**src/rtl/encrypt_seq_pkg.sv**
```systemverilog
// Shared curve constants, point/state types and mod-P field helpers for the ElGamal EC encryptor.
// Test curve y^2 = x^3 + 2x + 2 mod 17, generator G = (5,1) of order 19.
package encrypt_seq_pkg;

  localparam int                   DATAWIDTH = 8;
  localparam logic [DATAWIDTH-1:0] P         = 8'd17;
  localparam logic [DATAWIDTH-1:0] CURVE_A   = 8'd2;
  localparam logic [DATAWIDTH-1:0] GX        = 8'd5;
  localparam logic [DATAWIDTH-1:0] GY        = 8'd1;
  localparam logic [DATAWIDTH-1:0] INV_EXP   = P - 8'd2;

  typedef enum logic [2:0] {
    IDLE  = 3'd0,
    DBL_G = 3'd1,
    DBL_Q = 3'd2,
    ADD_G = 3'd3,
    ADD_Q = 3'd4,
    ADD_M = 3'd5,
    DONE  = 3'd6
  } state_t;

  typedef enum logic {
    OP_ADD = 1'b0,
    OP_DBL = 1'b1
  } pu_op_t;

  // Infinity travels as its own flag; coordinates of an infinite point are kept at zero.
  typedef struct packed {
    logic                 inf;
    logic [DATAWIDTH-1:0] x;
    logic [DATAWIDTH-1:0] y;
  } point_t;

  localparam point_t INF_PT = '{inf: 1'b1, x: '0, y: '0};
  localparam point_t G_PT   = '{inf: 1'b0, x: GX, y: GY};

  function automatic logic [DATAWIDTH-1:0] mod_add(input logic [DATAWIDTH-1:0] a,
                                                   input logic [DATAWIDTH-1:0] b);
    logic [DATAWIDTH:0] s;
    s = {1'b0, a} + {1'b0, b};
    if (s >= {1'b0, P}) s = s - {1'b0, P};
    return s[DATAWIDTH-1:0];
  endfunction

  function automatic logic [DATAWIDTH-1:0] mod_sub(input logic [DATAWIDTH-1:0] a,
                                                   input logic [DATAWIDTH-1:0] b);
    if (a >= b) return a - b;
    return a + (P - b);
  endfunction

  function automatic logic [DATAWIDTH-1:0] mod_mul(input logic [DATAWIDTH-1:0] a,
                                                   input logic [DATAWIDTH-1:0] b);
    logic [2*DATAWIDTH-1:0] pr;
    pr = {{DATAWIDTH{1'b0}}, a} * {{DATAWIDTH{1'b0}}, b};
    pr = pr % {{DATAWIDTH{1'b0}}, P};
    return pr[DATAWIDTH-1:0];
  endfunction

  // Fermat inverse a^(P-2); the exponent is constant so this unrolls into a fixed multiplier chain.
  function automatic logic [DATAWIDTH-1:0] mod_inv(input logic [DATAWIDTH-1:0] a);
    logic [DATAWIDTH-1:0] r;
    r = DATAWIDTH'(1);
    for (int i = DATAWIDTH - 1; i >= 0; i--) begin
      r = mod_mul(r, r);
      if (INV_EXP[i]) r = mod_mul(r, a);
    end
    return r;
  endfunction

endpackage

```
**src/rtl/encrypt_seq_point_unit.sv**
```systemverilog
// Combinational EC point add/double mod P with infinity flags; zero latency, no flow control.
// One instance is time-shared by every state of the scalar-multiply sequencer.
module ec_point_unit
  import encrypt_seq_pkg::*;
(
  input  pu_op_t op,
  input  point_t pa,
  input  point_t pb,
  output point_t res
);

  function automatic point_t pt_dbl(input point_t p);
    point_t               r;
    logic [DATAWIDTH-1:0] x2, num, lam, x3;
    r = INF_PT;
    if (!p.inf && (p.y != '0)) begin
      x2    = mod_mul(p.x, p.x);
      num   = mod_add(mod_add(x2, x2), mod_add(x2, CURVE_A));
      lam   = mod_mul(num, mod_inv(mod_add(p.y, p.y)));
      x3    = mod_sub(mod_mul(lam, lam), mod_add(p.x, p.x));
      r.inf = 1'b0;
      r.x   = x3;
      r.y   = mod_sub(mod_mul(lam, mod_sub(p.x, x3)), p.y);
    end
    return r;
  endfunction

  function automatic point_t pt_add(input point_t a, input point_t b);
    point_t               r;
    logic [DATAWIDTH-1:0] lam, x3;
    r = INF_PT;
    if (a.inf) begin
      r = b;
    end else if (b.inf) begin
      r = a;
    end else if (a.x == b.x) begin
      // Same x: either b = -a (sum is infinity) or b = a (tangent case).
      if (mod_add(a.y, b.y) != '0) r = pt_dbl(a);
    end else begin
      lam   = mod_mul(mod_sub(b.y, a.y), mod_inv(mod_sub(b.x, a.x)));
      x3    = mod_sub(mod_sub(mod_mul(lam, lam), a.x), b.x);
      r.inf = 1'b0;
      r.x   = x3;
      r.y   = mod_sub(mod_mul(lam, mod_sub(a.x, x3)), a.y);
    end
    return r;
  endfunction

  always_comb begin
    res = INF_PT;
    if (op == OP_DBL) res = pt_dbl(pa);
    else              res = pt_add(pa, pb);
  end

endmodule

```
**src/rtl/encrypt_seq.sv**
```systemverilog
// EC-ElGamal encryptor: C1 = k*G, C2 = M + k*Q; done pulses 2*W + 2*popcount(k) + 2 cycles after accept.
// start is only sampled in IDLE (ignored while busy); ECEG_KEYCHECK_EN adds an err output for degenerate keys.
module encrypt_seq
  import encrypt_seq_pkg::*;
(
  input  logic                 clk,
  input  logic                 rst_n,
  input  logic                 start,
  input  logic [DATAWIDTH-1:0] ephemeralKey,
  input  logic [DATAWIDTH-1:0] publicKeyX_in,
  input  logic [DATAWIDTH-1:0] publicKeyY_in,
  input  logic [DATAWIDTH-1:0] Mx_in,
  input  logic [DATAWIDTH-1:0] My_in,
  output logic                 busy,
  output logic                 done,
  output logic [DATAWIDTH-1:0] C1x_out,
  output logic [DATAWIDTH-1:0] C1y_out,
  output logic [DATAWIDTH-1:0] C2x_out,
  output logic [DATAWIDTH-1:0] C2y_out
`ifdef ECEG_KEYCHECK_EN
  ,
  output logic                 err
`endif
);

  localparam int BW = $clog2(DATAWIDTH);

  state_t               state_q, state_d;
  logic [DATAWIDTH-1:0] k_q, k_d;
  point_t               q_q, q_d, m_q, m_d, rg_q, rg_d, rq_q, rq_d;
  logic [BW-1:0]        bit_q, bit_d;
  logic                 busy_q, busy_d, done_q, done_d;
  logic [DATAWIDTH-1:0] c1x_q, c1x_d, c1y_q, c1y_d, c2x_q, c2x_d, c2y_q, c2y_d;
`ifdef ECEG_KEYCHECK_EN
  logic                 err_q, err_d, chk_q, chk_d;
`endif

  pu_op_t pu_op;
  point_t pu_a, pu_b, pu_res;
  logic   last_bit;

  ec_point_unit u_pu (
    .op (pu_op),
    .pa (pu_a),
    .pb (pu_b),
    .res(pu_res)
  );

  assign last_bit = (bit_q == '0);

  always_comb begin
    state_d = state_q;
    k_d     = k_q;
    q_d     = q_q;
    m_d     = m_q;
    rg_d    = rg_q;
    rq_d    = rq_q;
    bit_d   = bit_q;
    busy_d  = busy_q;
    done_d  = 1'b0;
    c1x_d   = c1x_q;
    c1y_d   = c1y_q;
    c2x_d   = c2x_q;
    c2y_d   = c2y_q;
`ifdef ECEG_KEYCHECK_EN
    err_d   = err_q;
    chk_d   = chk_q;
`endif
    pu_op   = OP_ADD;
    pu_a    = rg_q;
    pu_b    = G_PT;

    case (state_q)
      IDLE: begin
        if (start) begin
          k_d    = ephemeralKey;
          q_d    = '{inf: 1'b0, x: publicKeyX_in, y: publicKeyY_in};
          m_d    = '{inf: 1'b0, x: Mx_in, y: My_in};
          rg_d   = INF_PT;
          rq_d   = INF_PT;
          bit_d  = BW'(DATAWIDTH - 1);
          busy_d = 1'b1;
`ifdef ECEG_KEYCHECK_EN
          err_d   = 1'b0;
          state_d = (ephemeralKey == '0) ? ADD_M : DBL_G;
`else
          state_d = DBL_G;
`endif
        end
      end
      DBL_G: begin
        pu_op   = OP_DBL;
        pu_a    = rg_q;
        rg_d    = pu_res;
        state_d = DBL_Q;
      end
      DBL_Q: begin
        pu_op = OP_DBL;
        pu_a  = rq_q;
        rq_d  = pu_res;
        if (k_q[bit_q]) begin
          state_d = ADD_G;
        end else if (last_bit) begin
          state_d = ADD_M;
        end else begin
          bit_d   = bit_q - BW'(1);
          state_d = DBL_G;
        end
      end
      ADD_G: begin
        pu_a    = rg_q;
        pu_b    = G_PT;
        rg_d    = pu_res;
        state_d = ADD_Q;
      end
      ADD_Q: begin
        pu_a = rq_q;
        pu_b = q_q;
        rq_d = pu_res;
        if (last_bit) begin
          state_d = ADD_M;
        end else begin
          bit_d   = bit_q - BW'(1);
          state_d = DBL_G;
        end
      end
      ADD_M: begin
        // RQ is reused to carry C2 into DONE; degeneracy is judged on the pre-add accumulators.
        pu_a    = m_q;
        pu_b    = rq_q;
        rq_d    = pu_res;
`ifdef ECEG_KEYCHECK_EN
        chk_d   = rg_q.inf | rq_q.inf;
`endif
        state_d = DONE;
      end
      DONE: begin
        done_d  = 1'b1;
        busy_d  = 1'b0;
        c1x_d   = rg_q.inf ? '0 : rg_q.x;
        c1y_d   = rg_q.inf ? '0 : rg_q.y;
        c2x_d   = rq_q.inf ? '0 : rq_q.x;
        c2y_d   = rq_q.inf ? '0 : rq_q.y;
`ifdef ECEG_KEYCHECK_EN
        if (chk_q) begin
          err_d = 1'b1;
          c1x_d = '0;
          c1y_d = '0;
          c2x_d = '0;
          c2y_d = '0;
        end
`endif
        state_d = IDLE;
      end
      default: state_d = IDLE;
    endcase
  end

  always_ff @(posedge clk or negedge rst_n) begin
    if (!rst_n) begin
      state_q <= IDLE;
      k_q     <= '0;
      q_q     <= '0;
      m_q     <= '0;
      rg_q    <= INF_PT;
      rq_q    <= INF_PT;
      bit_q   <= '0;
      busy_q  <= 1'b0;
      done_q  <= 1'b0;
      c1x_q   <= '0;
      c1y_q   <= '0;
      c2x_q   <= '0;
      c2y_q   <= '0;
`ifdef ECEG_KEYCHECK_EN
      err_q   <= 1'b0;
      chk_q   <= 1'b0;
`endif
    end else begin
      state_q <= state_d;
      k_q     <= k_d;
      q_q     <= q_d;
      m_q     <= m_d;
      rg_q    <= rg_d;
      rq_q    <= rq_d;
      bit_q   <= bit_d;
      busy_q  <= busy_d;
      done_q  <= done_d;
      c1x_q   <= c1x_d;
      c1y_q   <= c1y_d;
      c2x_q   <= c2x_d;
      c2y_q   <= c2y_d;
`ifdef ECEG_KEYCHECK_EN
      err_q   <= err_d;
      chk_q   <= chk_d;
`endif
    end
  end

  assign busy    = busy_q;
  assign done    = done_q;
  assign C1x_out = c1x_q;
  assign C1y_out = c1y_q;
  assign C2x_out = c2x_q;
  assign C2y_out = c2y_q;
`ifdef ECEG_KEYCHECK_EN
  assign err     = err_q;
`endif

endmodule
```
**config.mk**
```make
export PLATFORM = sky130hd
export DESIGN_NAME = encrypt_seq
export DESIGN_NICKNAME = d
export VERILOG_FILES = /design/src/rtl/encrypt_seq_pkg.sv /design/src/rtl/encrypt_seq_point_unit.sv /design/src/rtl/encrypt_seq.sv
export SDC_FILE = /design/constraint.sdc
export NUM_CORES = 2
export LEC_CHECK = 0
export CORE_UTILIZATION = 44
export CTS_BUF_LIST = sky130_fd_sc_hd__clkbuf_4 sky130_fd_sc_hd__clkbuf_8
export CTS_CLUSTER_DIAMETER = 100
export CTS_CLUSTER_SIZE = 24
export DETAILED_ROUTE_END_ITERATION = 10
export GPL_TIMING_DRIVEN = 1
export SYNTH_ARGS = -nofsm -noshare
export SYNTH_HDL_FRONTEND = slang
export SYNTH_SLANG_ARGS = --single-unit
```
**constraint.sdc**
```tcl
create_clock -name clk -period 231.8 [get_ports clk]
set_clock_uncertainty 0.05 [all_clocks]
set_input_delay 46.36 -clock clk [delete_from_list [all_inputs] [get_ports clk]]
set_output_delay 46.36 -clock clk [all_outputs]
set_load 0.01 [all_outputs]
```
# Yosys cells after proc, flatten, opt, wreduce, memory -nomap -nowiden
# Cells that the tools add are included.
[word_totals] reg_bits=114 in_bits=43 out_inout_bits=34 elab_cells=418
[classes] addsub=47 mul=28 n_div=31 order_cmp=20 n_eq_ne=9 n_mux=245 n_reduce_logical=19
[op_table] op="2-to-1 mux 8 bit" count=159
[op_table] op="modulo 16 x 5 -> 16 bit (second input constant)" count=28
[op_table] op="multiplier 8 x 8 -> 16 bit" count=28
[op_table] op="2-to-1 mux 17 bit" count=8
[op_table] op="one-hot mux 17 bit (2 select lines)" count=4
[op_table] op="adder 8 bit" count=12
[op_table] op=">= comparator 8 bit" count=12
[op_table] op="subtractor 8 bit" count=12
[op_table] op="2-to-1 mux 1 bit" count=64
[op_table] op="subtractor 5 x 8 -> 8 bit (first input constant)" count=8
[op_table] op=">= comparator 9 x 5 -> 1 bit (second input constant)" count=7
[op_table] op="subtractor 8 x 5 -> 8 bit (second input constant)" count=7
[op_table] op="adder 8 x 8 -> 9 bit" count=6
[op_table] op="modulo 8 x 5 -> 16 bit (second input constant)" count=3
[op_table] op="2-to-1 mux 3 bit" count=6
[op_table] op="one-hot mux 3 bit (6 select lines)" count=1
[op_table] op="nonzero test 8 bit" count=2
[op_table] op="adder 8 x 2 -> 9 bit (second input constant)" count=1
[op_table] op="== test 3 bit (second input constant)" count=3
[op_table] op="one-hot mux 3 bit (3 select lines)" count=1
[op_table] op="== test 8 bit" count=1
[op_table] op="AND reduction 2 bit" count=4
[op_table] op="== test 3 x 2 -> 1 bit (second input constant)" count=2
[op_table] op="logical NOT 3 bit" count=2
[op_table] op="other kinds (13)" count=18

# Depth between registers and ports, before layout
[logic_depth] ltp_word=105 depth_mapped=698 mapped_depth_nobuf=674

# Cells and area by module
# Synthesis repeated with hierarchy kept, for this count alone.
[hier_totals] cells_unflattened=11795 hier_area_um2=87674.1
[by_module_without_submodules] mod="ec_point_unit" n_inst=1 cells_each=11267 area_each_um2=82364.0 seq_area_each_um2=0.0
[by_module_without_submodules] mod="encrypt_seq" n_inst=1 cells_each=528 area_each_um2=5310.1 seq_area_each_um2=2855.2

# Worst setup path after synthesis
# OpenSTA, ideal clock, no wires.
[synth_timing] kind="register -> register" from="register state_q[2]" to="register rq_q[0] in the netlist's numbering" setup_ns=0.095 arrival_ns=135.040 required_ns=231.655 setup_slack_ns=96.615 path_stages_with_launch=618 n_path_buf=13 period_less_slack_ns=135.185 cell_sequence="dfrtp_1 buf_4 buf_6 nor2b_1 o21ai_0 o21ai_0 a21oi_1 inv_1 ha_1 o31ai_1 nor2_1 o21a_1 inv_2 clkbuf_1 ha_1 nor2_1 a21oi_1 mux2i_1 [582 not listed] a2111oi_0 mux2i_1 fa_1 a21o_1 a21o_1 a21o_1 a21oi_1 o21ai_0 a21o_1 a21oi_1 clkbuf_1 xnor2_1 nand2_1 o32ai_1 nand2_1 o211ai_1 nand2_1 o31ai_1"
[synth_between] elab_chain_cells=101 word_cells_on_any_way=366 classes_between="add/sub (46); mul (28); div (31); order compare (19); eq/ne (6); mux (226); reduce/logical (10)"
[synth_rtl] element="start: declaration" line_no="encrypt_seq.sv:28" source="state_t state_q, state_d;"
[synth_rtl] element="start signal: assignment" line_no="encrypt_seq.sv:179" source="state_q <= state_d;"
[synth_rtl] element="== test 3 bit / == test 3 x 2 -> 1 bit (equally long branches)" line_no="encrypt_seq.sv:73" source="case (state_q)"
[synth_rtl] element="OR reduction 2 bit (no line)"
[synth_rtl] element="one-hot mux 17 bit (2 select lines)" line_no="encrypt_seq.sv:73"
[synth_rtl] element="adder 8 x 8 -> 9 bit" line_no="encrypt_seq_pkg.sv:40" source="s = {1'b0, a} + {1'b0, b};"
[synth_rtl] element="subtractor 8 x 5 -> 8 bit / >= comparator 9 x 5 -> 1 bit (equally long branches)" line_no="encrypt_seq_pkg.sv:41" source="if (s >= {1'b0, P}) s = s - {1'b0, P};"
[synth_rtl] element="2-to-1 mux 8 bit" line_no="encrypt_seq_pkg.sv:41"
[synth_rtl] element="2-to-1 mux 8 bit" line_no="encrypt_seq_point_unit.sv:16" source="if (!p.inf && (p.y != '0)) begin"
[synth_rtl] element="2-to-1 mux 8 bit" line_no="encrypt_seq_point_unit.sv:38" source="if (mod_add(a.y, b.y) != '0) r = pt_dbl(a);"
[synth_rtl] element="[85 not listed]"
[synth_rtl] element="2-to-1 mux 8 bit" line_no="encrypt_seq_pkg.sv:48" source="return a + (P - b);"
[synth_rtl] element="2-to-1 mux 17 bit" line_no="encrypt_seq_point_unit.sv:16"
[synth_rtl] element="2-to-1 mux 17 bit" line_no="encrypt_seq_point_unit.sv:38"
[synth_rtl] element="2-to-1 mux 17 bit" line_no="encrypt_seq_point_unit.sv:36" source="end else if (a.x == b.x) begin"
[synth_rtl] element="2-to-1 mux 17 bit" line_no="encrypt_seq_point_unit.sv:34" source="end else if (b.inf) begin"
[synth_rtl] element="2-to-1 mux 17 bit" line_no="encrypt_seq_point_unit.sv:32" source="if (a.inf) begin"
[synth_rtl] element="2-to-1 mux 17 bit" line_no="encrypt_seq_point_unit.sv:51" source="if (op == OP_DBL) res = pt_dbl(pa);"
[synth_rtl] element="one-hot mux 17 bit (2 select lines)" line_no="encrypt_seq.sv:73"
[synth_rtl] element="end signal: assignment" line_no="encrypt_seq.sv:184" source="rq_q <= rq_d;"
[synth_rtl] element="end: declaration" line_no="encrypt_seq.sv:30" source="point_t q_q, q_d, m_q, m_d, rg_q, rg_d, rq_q, rq_d;"
# Several ways; a longest one is shown, not always the timed one. The select of a mux whose other input is x is not followed.
# A chain may end at the register's enable or synchronous reset.

# Final worst setup path
[layout_timing] from="register state_q[0]" to="register rq_q[7] in the netlist's numbering"
# Same word-level chain as after synthesis.

==> flow_summary.yaml <==
die:
  io_pins: 77
  coreArea_mm2: 0.190
  die_w_um: 440
  row_count: 160
  dieHeight_um: 440
  initial_core_util_pct: 44.3
  die_area_mm2: 0.193
clock_network:
  post-cts-setup-buffer-count: 0
  htree_levels: 4
  cts_hold_buf: 0
  cts_buffers: 17
  clk_latency_ns: 0.44
  root_buffer: "clkbuf_8"
  post_cts_resized: 0
  cts_tree: "done"
  cts.path.max_buffers: 2
  cts.clk_slew.worst_paths_ns: 0.08
  cts.sinks: 114
placed_design:
  post-dp-hpwl_um: 192000
  routabilityCongestion: 0.932
  portBuffers: 76
worst_setup_path:
  slowest_delay_ns: 1.00
  critPathSlowestCell: "a2111oi_1"
  cp_data_required_time_ns: 232.10
  cp.depth: 619
  crit_buf_inv: 52
  crit_start: "state_q[0]"
  r2r_end: "rq_q[7]"
  start_kind: "flip-flop"
  r2r-start: "state_q[0]"
  cp_common_cell: "a21oi_1"
  rrSetupSlack_ns: 71.58
  rr_worst_depth: 619
  crit_end: "rq_q[7]"
  critPathArrivalTime_ns: 160.52
  worstSetupPathType: "flip-flop to flip-flop"
  critPathMaxFanout: 51
  cp_top_family: "compound AO/OA/AOI/OAI gates"
  end_kind: "flip-flop"
grt:
  grt_remaining_overflow: 0
  track_usage_pct: 23.3
  grt_max_degree: 61
  grt_pass1_vias: 78100
  antenna_found_initial: 4
  grt_pass1_wl_um: 388000
logic_synthesis:
  ys_ff_latch: 114
  synth_ff_type: "dfrtp_1"
  synth.area.top_cells: "fa_1 (15%), ha_1 (13%), xnor2_1 (6.7%), nor2_1 (6.2%), inv_1 (5.8%)"
  yosysUniqueCellTypes: 186
  yosysTopAreaCell: "fa_1"
  yosys_warnings: 0
  synthArstFlopShare_pct: 100
  ys_seq_area_share_pct: 3.38
  syn_inst: 11500
  yosys.area.top_type_share_pct: 14.7
  syn_area_mm2: 0.0844
  synth-edff-count: 0
  synth.avg_cell_area_um2: 7.36
sta:
  worstMarginPinSlew_ns: 1.23
  period_share_pct: 69.1
  setup_viol: 0
  drv_slew: 0
  slew_headroom_pct: 17.7
  setup_tns_ns: 0
  hold_viol: 0
  finalWorstPathRequiredPeriod_ns: 160.22
  rsz0062_at_grt: "no"
  fmax_mhz: 6.24
route:
  drcViolationCount: 0
  vias_per_cell: 5.83
  postRouteAntennaNets: 0
  avgRoutedWirePerCell_um: 16.7
  initialDrtViolationCount: 5801
  via_count: 81000
  drt_first_pass_iters: 6
  wl_um: 232000
status:
  status: "finished clean"
final_layout:
  nNetsFinal: 12900
  areaGrowthSynthToFinish_pct: 4.24
  nFillCells: 19200
  post_route_cells_drive_above_1_share_pct: 6.39
hold_path:
  min_path_type: "flip-flop to flip-flop"
job:
  maxCapViolCount: 0
[worst min-delay path by stage]
| stage | from | end | slack (ns) | depth (start not counted) |
|---|---|---|---|---|
| after CTS | k_q[5] | k_q[5] | 0.43 | 2 |
| after global routing | m_q[15] | m_q[15] | 0.45 | 2 |
| final | k_q[3] | k_q[3] | 0.43 | 2 |
| after floorplan | m_q[7] | m_q[7] | 0.39 | 2 |
| after detailed placement | k_q[5] | k_q[5] | 0.41 | 2 |
| after global placement | k_q[7] | k_q[7] | 0.41 | 2 |
[worst register-to-register path: cells and delay by family, from the launching register on]
kind / cells / cell delay (ns)
fa+ha+maj: 78 / 29.15
xor+xnor: 55 / 16.19
flops: 1 / 0.35
simple gates: 186 / 42.96
buf+inv: 52 / 6.28
mux: 10 / 2.51
compound gates: 238 / 62.67
[layer usage]
| layer | vias up | GRT usage (%) | part of all wire [%] | routed length (µm) |
|---|---|---|---|---|
| met3 | 294 | 1.80 | 4.4 | 10200 |
| met4 | 8 | 4.98 | 2.1 | 4860 |
| met2 | 2007 | 40.3 | 47 | 110000 |
| met5 | - | 0 | 0.023 | 53 |
| li1 | 39800 | - | - | - |
| met1 | 38800 | 31.5 | 46 | 107000 |
[cell type report]
class	instances	area, µm²	share of cell area, %
Tap cell	2511	3140	3.57
Multi-Input combinational cell	9771	75300	85.7
Inverter	1325	4970	5.66
Timing Repair Buffer	144	1270	1.44
Clock buffer	18	241	0.275
Antenna cell	1	2.50	0.00285
Sequential cell	114	2860	3.25
Clock inverter	14	105	0.120
[synth_stat cells, drive strengths merged, types with 174 or more instances]
cell type  instances
fa               619
nor3             251
xor2             245
nor2            1413
o21ai            567
nand2           1047
clkbuf           181
ha               908
inv             1316
nand3            216
or2              224
mux2i            179
a21o             174
xnor2            650
a21oi            759
[cell usage in the layout (no fill, tap or decap), types with 69 or more instances in the layout]
master and instances:
a211oi_1 90, a21o_1 173, a21oi_1 729, a31oi_1 130, and2_1 135, and3_1 86
buf_4 69, clkdlybuf4s50_1 75, dfrtp_1 110, fa_1 619, ha_1 908, inv_1 1299
mux2i_1 167, nand2_1 1043, nand2b_1 167, nand3_1 211, nor2_1 1399, nor2b_1 79
nor3_1 236, o211ai_1 106, o21a_1 87, o21ai_0 453, o21ai_1 104, o21bai_1 167
o22ai_1 70, o31ai_1 88, or2_2 195, or3_1 102, xnor2_1 642, xor2_1 244
[metrics by stage]
stage / worst slack [ns] / instance area (µm²) / util [%] / hold slack (ns) / cells
after CTS: 72.67 / 87900 / 46.2 / 0.430 / 13900
after global placement: 75.62 / 87600 / 46.0 / 0.410 / 13900
after detailed placement: 73.26 / 87600 / 46.0 / 0.412 / 13900
final: 71.58 / 87900 / 46.2 / 0.426 / 13900
after global routing: 57.57 / 87900 / 46.2 / 0.455 / 13900
after floorplan: 96.61 / 84400 / - / 0.389 / 11500
[flip-flops by register name (all words and copies together) (netlist names)]
register	cells
C1x_out	8
C1y_out	8
C2x_out	8
C2y_out	8
bit_q	3
busy	1
done	1
k_q	8
m_q	16
q_q	16
rg_q	17
rq_q	17
state_q	3
[kinds of logic (layout without fill, tap and decap cells)]
group                      after synthesis  count (layout)  synth area share [%]
DFF                                    114             114                  3.38
other                                    2               7               0.00890
buffers and inverters                 1587            1501                  7.41
xor gates and xnor gates               902             902                  9.58
AOI/OAI and AO/OA                     2980            2980                  24.6
and+or+nand+nor                       4050            4050                  23.0
muxes                                  260             260                  3.34
adders and majority gates             1573            1573                  28.7
Power is not shown: default switching activity piles up to over one toggle a cycle in this logic, so the estimate is an artifact.
